==> src/rtl/rtc_pkg.sv <==
// Purpose: shared constants for the RTC bus scheduler: register map, field limits, FSM states, edit modes.
// Latency: n/a (package only).
// Backpressure: n/a.
package rtc_pkg;

    typedef enum logic [2:0] {
        IDLE     = 3'd0,
        WR_ISSUE = 3'd1,
        WR_WAIT  = 3'd2,
        RD_ISSUE = 3'd3,
        RD_WAIT  = 3'd4
    } state_t;

    // Edit modes carried on programacion
    localparam logic [1:0] MODE_NONE  = 2'b00;
    localparam logic [1:0] MODE_DATE  = 2'b01;
    localparam logic [1:0] MODE_TIME  = 2'b10;
    localparam logic [1:0] MODE_TIMER = 2'b11;

    // Clock/calendar registers; the read burst walks 0x21..0x26 in this order
    localparam logic [7:0] ADDR_SEC      = 8'h21;
    localparam logic [7:0] ADDR_MIN      = 8'h22;
    localparam logic [7:0] ADDR_HOUR     = 8'h23;
    localparam logic [7:0] ADDR_DAY      = 8'h24;
    localparam logic [7:0] ADDR_MONTH    = 8'h25;
    localparam logic [7:0] ADDR_YEAR     = 8'h26;
    localparam logic [7:0] ADDR_TMR_SEC  = 8'h41;
    localparam logic [7:0] ADDR_TMR_MIN  = 8'h42;
    localparam logic [7:0] ADDR_TMR_HOUR = 8'h43;

    // Largest legal binary value per field
    localparam logic [5:0] MAX_HOUR  = 6'd23;
    localparam logic [5:0] MAX_MIN   = 6'd59;
    localparam logic [5:0] MAX_SEC   = 6'd59;
    localparam logic [5:0] MAX_DAY   = 6'd31;
    localparam logic [5:0] MAX_MONTH = 6'd12;
    localparam logic [5:0] MAX_YEAR  = 6'd63;

    // Clamp a field value to its maximum
    function automatic logic [5:0] sat6(input logic [5:0] v, input logic [5:0] mx);
        return (v > mx) ? mx : v;
    endfunction

endpackage

==> src/rtl/bin2bcd6.sv <==
// Purpose: 6-bit binary (0..63) to two-digit packed BCD {tens, ones}.
// Latency: combinational, zero cycles.
// Backpressure: none.
module bin2bcd6 (
    input  logic [5:0] bin,
    output logic [7:0] bcd
);

    logic [3:0] tens;
    logic [3:0] ones;

    // Divide by ten for the tens digit; remainder is the ones digit
    always_comb begin
        tens = 4'(bin / 6'd10);
        ones = 4'(bin - 6'(tens) * 6'd10);
        bcd  = {tens, ones};
    end

endmodule

==> src/rtl/rtc_bus_sched.sv <==
// Purpose: arbitrates RTC field writes and six-register read bursts onto a single start/done bus.
// Latency: bus_start one cycle after a request is pending; rd_valid one cycle after bus_done.
// Backpressure: one write and one read request held pending; extra requests overwrite or drop.
module rtc_bus_sched
    import rtc_pkg::*;
#(
    parameter int TIMEOUT = 255,
    parameter int NREAD   = 6
) (
    input  logic       clk,
    input  logic       reset,
    input  logic       tick_read,
    input  logic       commit,
    input  logic [1:0] programacion,
    input  logic [1:0] seleccion,
    input  logic [5:0] cuenta,
    input  logic       bus_done,
    input  logic [7:0] bus_rdata,
    output logic       bus_start,
    output logic       bus_wr,
    output logic [7:0] bus_addr,
    output logic [7:0] bus_wdata,
    output logic       rd_valid,
    output logic [2:0] rd_index,
    output logic [7:0] rd_data,
    output logic       busy,
    output logic       err
);

    localparam logic [7:0] TO_LAST  = 8'(TIMEOUT - 1);
    localparam logic [2:0] LAST_IDX = 3'(NREAD - 1);

    state_t     state;
    logic       wr_pend;
    logic       rd_pend;
    logic [1:0] lat_mode;
    logic [1:0] lat_sel;
    logic [5:0] lat_cnt;
    logic [2:0] idx;
    logic [7:0] wcnt;

    logic [7:0] wr_addr;
    logic [5:0] fmax;
    logic [5:0] sat_val;
    logic [7:0] wr_bcd;
    logic       commit_ok;
    logic       in_burst;

    assign commit_ok = commit && (programacion != MODE_NONE) && (seleccion != 2'd3);
    assign in_burst  = (state == RD_ISSUE) || (state == RD_WAIT);
    assign busy      = (state != IDLE);

    // Map the latched mode/field to its register address and field limit
    always_comb begin
        wr_addr = ADDR_TMR_SEC;
        fmax    = MAX_SEC;
        case (lat_mode)
            MODE_DATE: begin
                case (lat_sel)
                    2'd0:    begin wr_addr = ADDR_DAY;   fmax = MAX_DAY;   end
                    2'd1:    begin wr_addr = ADDR_MONTH; fmax = MAX_MONTH; end
                    default: begin wr_addr = ADDR_YEAR;  fmax = MAX_YEAR;  end
                endcase
            end
            MODE_TIME: begin
                case (lat_sel)
                    2'd0:    begin wr_addr = ADDR_HOUR; fmax = MAX_HOUR; end
                    2'd1:    begin wr_addr = ADDR_MIN;  fmax = MAX_MIN;  end
                    default: begin wr_addr = ADDR_SEC;  fmax = MAX_SEC;  end
                endcase
            end
            default: begin
                case (lat_sel)
                    2'd0:    begin wr_addr = ADDR_TMR_HOUR; fmax = MAX_HOUR; end
                    2'd1:    begin wr_addr = ADDR_TMR_MIN;  fmax = MAX_MIN;  end
                    default: begin wr_addr = ADDR_TMR_SEC;  fmax = MAX_SEC;  end
                endcase
            end
        endcase
    end

    assign sat_val = sat6(lat_cnt, fmax);

    bin2bcd6 u_bcd (
        .bin (sat_val),
        .bcd (wr_bcd)
    );

    // Scheduler FSM, pending-request capture and all registered bus/read outputs
    always_ff @(posedge clk) begin
        if (!reset) begin
            state     <= IDLE;
            wr_pend   <= 1'b0;
            rd_pend   <= 1'b0;
            lat_mode  <= MODE_NONE;
            lat_sel   <= 2'd0;
            lat_cnt   <= 6'd0;
            idx       <= 3'd0;
            wcnt      <= 8'd0;
            err       <= 1'b0;
            bus_start <= 1'b0;
            bus_wr    <= 1'b0;
            bus_addr  <= 8'd0;
            bus_wdata <= 8'd0;
            rd_valid  <= 1'b0;
            rd_index  <= 3'd0;
            rd_data   <= 8'd0;
        end else begin
            bus_start <= 1'b0;
            rd_valid  <= 1'b0;

            case (state)
                IDLE: begin
                    if (wr_pend) begin
                        state     <= WR_ISSUE;
                        wr_pend   <= 1'b0;
                        bus_start <= 1'b1;
                        bus_wr    <= 1'b1;
                        bus_addr  <= wr_addr;
                        bus_wdata <= wr_bcd;
                    end else if (rd_pend) begin
                        state     <= RD_ISSUE;
                        rd_pend   <= 1'b0;
                        idx       <= 3'd0;
                        bus_start <= 1'b1;
                        bus_wr    <= 1'b0;
                        bus_addr  <= ADDR_SEC;
                    end
                end
                WR_ISSUE: begin
                    state <= WR_WAIT;
                    wcnt  <= 8'd0;
                end
                WR_WAIT: begin
                    if (bus_done) begin
                        state <= IDLE;
                    end else if (wcnt == TO_LAST) begin
                        err   <= 1'b1;
                        state <= IDLE;
                    end else begin
                        wcnt <= wcnt + 8'd1;
                    end
                end
                RD_ISSUE: begin
                    state <= RD_WAIT;
                    wcnt  <= 8'd0;
                end
                RD_WAIT: begin
                    if (bus_done) begin
                        rd_valid <= 1'b1;
                        rd_index <= idx;
                        rd_data  <= bus_rdata;
                        if (idx < LAST_IDX) begin
                            idx       <= idx + 3'd1;
                            state     <= RD_ISSUE;
                            bus_start <= 1'b1;
                            bus_wr    <= 1'b0;
                            bus_addr  <= ADDR_SEC + {5'd0, idx + 3'd1};
                        end else begin
                            state <= IDLE;
                        end
                    end else if (wcnt == TO_LAST) begin
                        err   <= 1'b1;
                        state <= IDLE;
                    end else begin
                        wcnt <= wcnt + 8'd1;
                    end
                end
                default: state <= IDLE;
            endcase

            // New requests are captured after the FSM so a same-cycle commit survives the clear
            if (commit_ok) begin
                wr_pend  <= 1'b1;
                lat_mode <= programacion;
                lat_sel  <= seleccion;
                lat_cnt  <= cuenta;
            end
            if (tick_read && !rd_pend && !in_burst) begin
                rd_pend <= 1'b1;
            end
        end
    end

endmodule

==> config.mk <==
export PLATFORM = sky130hd
export DESIGN_NAME = rtc_bus_sched
export DESIGN_NICKNAME = d
export VERILOG_FILES = /design/src/rtl/rtc_pkg.sv /design/src/rtl/bin2bcd6.sv /design/src/rtl/rtc_bus_sched.sv
export SDC_FILE = /design/constraint.sdc
export NUM_CORES = 1
export LEC_CHECK = 0
export ABC_CLOCK_PERIOD_IN_PS = 6400
export CAP_MARGIN = 5
export CORE_MARGIN = 8
export CORE_UTILIZATION = 53
export CTS_CLUSTER_SIZE = 30
export DETAILED_ROUTE_END_ITERATION = 8
export GPL_ROUTABILITY_DRIVEN = 1
export MAX_ROUTING_LAYER = met4
export PLACE_DENSITY = 0.8
export SETUP_SLACK_MARGIN = 0.3
export SLEW_MARGIN = 5
export SYNTH_ARGS = -nofsm -noshare
export SYNTH_HDL_FRONTEND = slang
export SYNTH_HIERARCHICAL = 1
export SYNTH_SLANG_ARGS = --single-unit
==> constraint.sdc <==
create_clock -name clk -period 6.4 [get_ports clk]
set_input_delay 1.28 -clock clk [delete_from_list [all_inputs] [get_ports clk]]
set_output_delay 1.28 -clock clk [all_outputs]
set_load 0.02 [all_outputs]
==> impl_metrics.yaml <==
critical_path:
  critical_path_class: "flip-flop to flip-flop"
  path_max_fanout: 8
  crit_arrival_ns: 5.27
  crit_required_ns: 6.65
  startpoint: "lat_mode[1]"
  start_kind: "flip-flop"
  endpoint: "bus_wdata[3]"
  endpoint_kind: "flip-flop"
  reg2reg_slack_ns: 1.38
  r2r-start: "lat_mode[1]"
  worst_r2r_endpoint: "bus_wdata[3]"
  worst-r2r-cell-count: 23
route:
  routed_wl_mm: 6.61
  wire_per_inst_um: 13.6
  post-route-drc-count: 0
  drtPass1Iterations: 5
  vias: 2620
  ant_nets: 0
  first_iter_violations: 84
  avgViaCountPerCell: 5.38
sta:
  worst_slew_pin_slew_ns: 0.769
  skew_ns: 0.0105
  finalCriticalPeriod_ns: 5.02
  fin_crit_sh_pct: 78.4
  setup_tns_ns: 0
  hold_viol_final: 0
  maxSlewHeadroom_pct: 48.5
  fmax_mhz: 199
  setup_violations: 0
  rsz0062_at_grt: "false"
  final_max_slew_viol_count: 0
floorplan:
  start_util_pct: 53.7
  die_h_um: 92.5
  die_area_um2: 8560
  fp.dieW_um: 92.5
  io_pins: 55
  rows: 28
  core_area_um2: 5780
clocking:
  clockRootBuffer: "clkbuf_8"
  cts_buffer_depth: 2
  htree_levels: 2
  ctsHoldBuffers: 0
  clk_pin_slew_ns: 0.11
  cts_num_sinks: 55
  clk_latency_ns: 0.32
  cts_resized: 0
  cts_buffers: 5
  cts_tree: "yes"
  post-cts-setup-buffers: 0
layout:
  syn_to_final_growth_pct: 19.9
  regArea_um2: 1100
  fill_cells: 525
  drive_above_1_share_pct: 6.07
  final_nets: 448
  diodes: 0
  multi_input_area_um2: 1820
  fin_cells: 487
synthesis:
  yosys_warnings: 6
  async_reset_ff_share_pct: 0
  synth_top_area_share_pct: 35.5
  synth-edff-count: 0
  synth_top_cell_by_area: "dfxtp_1"
  ys_ff_latch: 55
  synth_cells: 370
  avgSynthCellArea_um2: 8.39
  synth_cell_type_count: 63
  synthesis.area_um2: 3110
  ys_seq_area_share_pct: 35.5
  synth-main-ff-cell: "dfxtp_1"
  synthTopCellsByArea: "dfxtp_1, nand2_1, a21boi_0, mux2i_1, ha_1"
power:
  finalPower_uw: 772
  p_leak_nw: 1.42
  ir_worst_vdd_mv: 0.141
  p_per_area_nw_per_um2: 207
outcome:
  status: "finished clean"
global_routing:
  grt_use_met3_pct: 3.64
  grtUsageMet2_pct: 26.0
  grt_pass1_vias: 2446
  busiest_layer: "met2"
  overflow: 0
  grt_first_pass_wirelength_mm: 11.3
  grt_antenna_before_repair: 0
  grt_max_degree: 37
  grtUsageTotal_pct: 16.3
  use_met1_pct: 19.9
placed_design:
  place_inst: 479
  hpwlAfterDp_mm: 4.89
  numPortBuffers: 52
  gp_congestion: 0.907
flow_run:
  cap_violations: 0
min_path:
  min_path_type: "flip-flop to flip-flop"
==> Yosys cell counts (all sizes together) (3+ instances only) <==
library cell,count
o21ai,14
nor2,22
and3,3
and2,4
nor3,6
a21boi,26
a21oi,9
mux2,3
ha,13
mux2i,18
clkbuf,9
buf,12
nand3,7
nor2b,19
inv,20
a31oi,3
nand2,65
o21a,6
nand2b,7
xnor2,3
nand4,3
dfxtp,55
==> power breakdown <==
part	total, mW	leakage [nW]	internal (mW)	switching [mW]
clock network	0.209	0.0495	0.0817	0.127
logic	0.185	0.923	0.0856	0.0994
registers	0.378	0.447	0.359	0.0187
==> final cells by class <==
class                   count  area share (%)
clock buffers               5            1.85
clock inverters             3           0.706
inverters                  20            2.02
multi-input cells         275            48.9
flip-flops and latches     55            29.6
well taps                  75            2.52
repair buffers             54            14.4
==> layout by cell type, fill, tap and decap left out, drive strengths merged, types with 7 or more instances in the layout <==
cell type | synthesis | final
a21boi | 26 | 26
a21oi | 9 | 9
clkdlybuf4s50 | 0 | 52
dfxtp | 55 | 55
ha | 13 | 13
inv | 20 | 23
mux2i | 18 | 18
nand2 | 65 | 65
nand2b | 7 | 7
nand3 | 7 | 7
nor2 | 22 | 22
nor2b | 19 | 19
o21ai | 14 | 14
==> flip-flops by register name, summed over array words and instances, names as in the netlist, 3 cells and up <==
register / count
rd_data: 8
wcnt: 8
state: 3
bus_wdata: 8
bus_addr: 6
rd_index: 3
lat_cnt: 6
idx: 3
==> how the worst min path moves through the flow <==
stage	startpoint	endpoint	slack (ns)	cells past startpoint
final	bus_addr[5]	bus_addr[5]	0.46	2
after global routing	bus_wdata[2]	bus_wdata[2]	0.49	2
after CTS	bus_addr[5]	bus_addr[5]	0.46	2
after detailed placement	bus_addr[5]	bus_addr[5]	0.44	2
after global placement	bus_addr[5]	bus_addr[5]	0.44	2
after floorplan	wcnt[7]	wcnt[7]	0.45	2
==> stage by stage <==
stage	cell area (um^2)	hold slack (ns)	util, %	setup slack (ns)
2_1_floorplan	3110	0.446	-	1.96
3_3_place_gp	3630	0.439	62.7	1.72
3_5_place_dp	3630	0.444	62.7	1.40
4_1_cts	3720	0.459	64.4	1.37
5_1_grt	3720	0.488	64.4	0.938
6_report	3720	0.457	64.4	1.38
==> per-layer routing <==
layer	vias up	share of wire, %	routed length (um)
li1	1340	-	-
met1	1214	47	3130
met2	59	47	3110
met3	7	4.3	284
met4	0	1.2	82
met5	-	0	0
==> cells by family (layout without fill, tap and decap cells) <==
family	Yosys count	after routing	synth area share (%)
AOI/OAI and AO/OA	81	81	19.3
xor gates and xnor gates	5	5	1.41
adders and majority gates	14	14	5.88
buffers and inverters	41	82	6.00
DFF	55	55	35.5
muxes	21	21	7.25
other	2	3	0.242
and+or+nand+nor	151	151	24.4
==> critical path, stage by stage (launching register included) <==
cell and delay (ns):
dfxtp_1 0.37, inv_1 0.07, ha_1 0.26, nor3_1 0.22, ha_1 0.31, and4b_1 0.20
a221o_1 0.33, a221oi_2 0.36, a21oi_4 0.11, mux2i_1 0.55, nor2_1 0.07, o21ai_0 0.19
a21o_1 0.17, inv_1 0.08, ha_1 0.30, nand2b_1 0.12, o21ai_0 0.10, o311ai_1 0.12
ha_1 0.21, inv_1 0.04, fa_1 0.37, xnor2_1 0.16, nand2_1 0.06, a21boi_0 0.15
No activity file was read; power rests on OpenSTA's default activity.
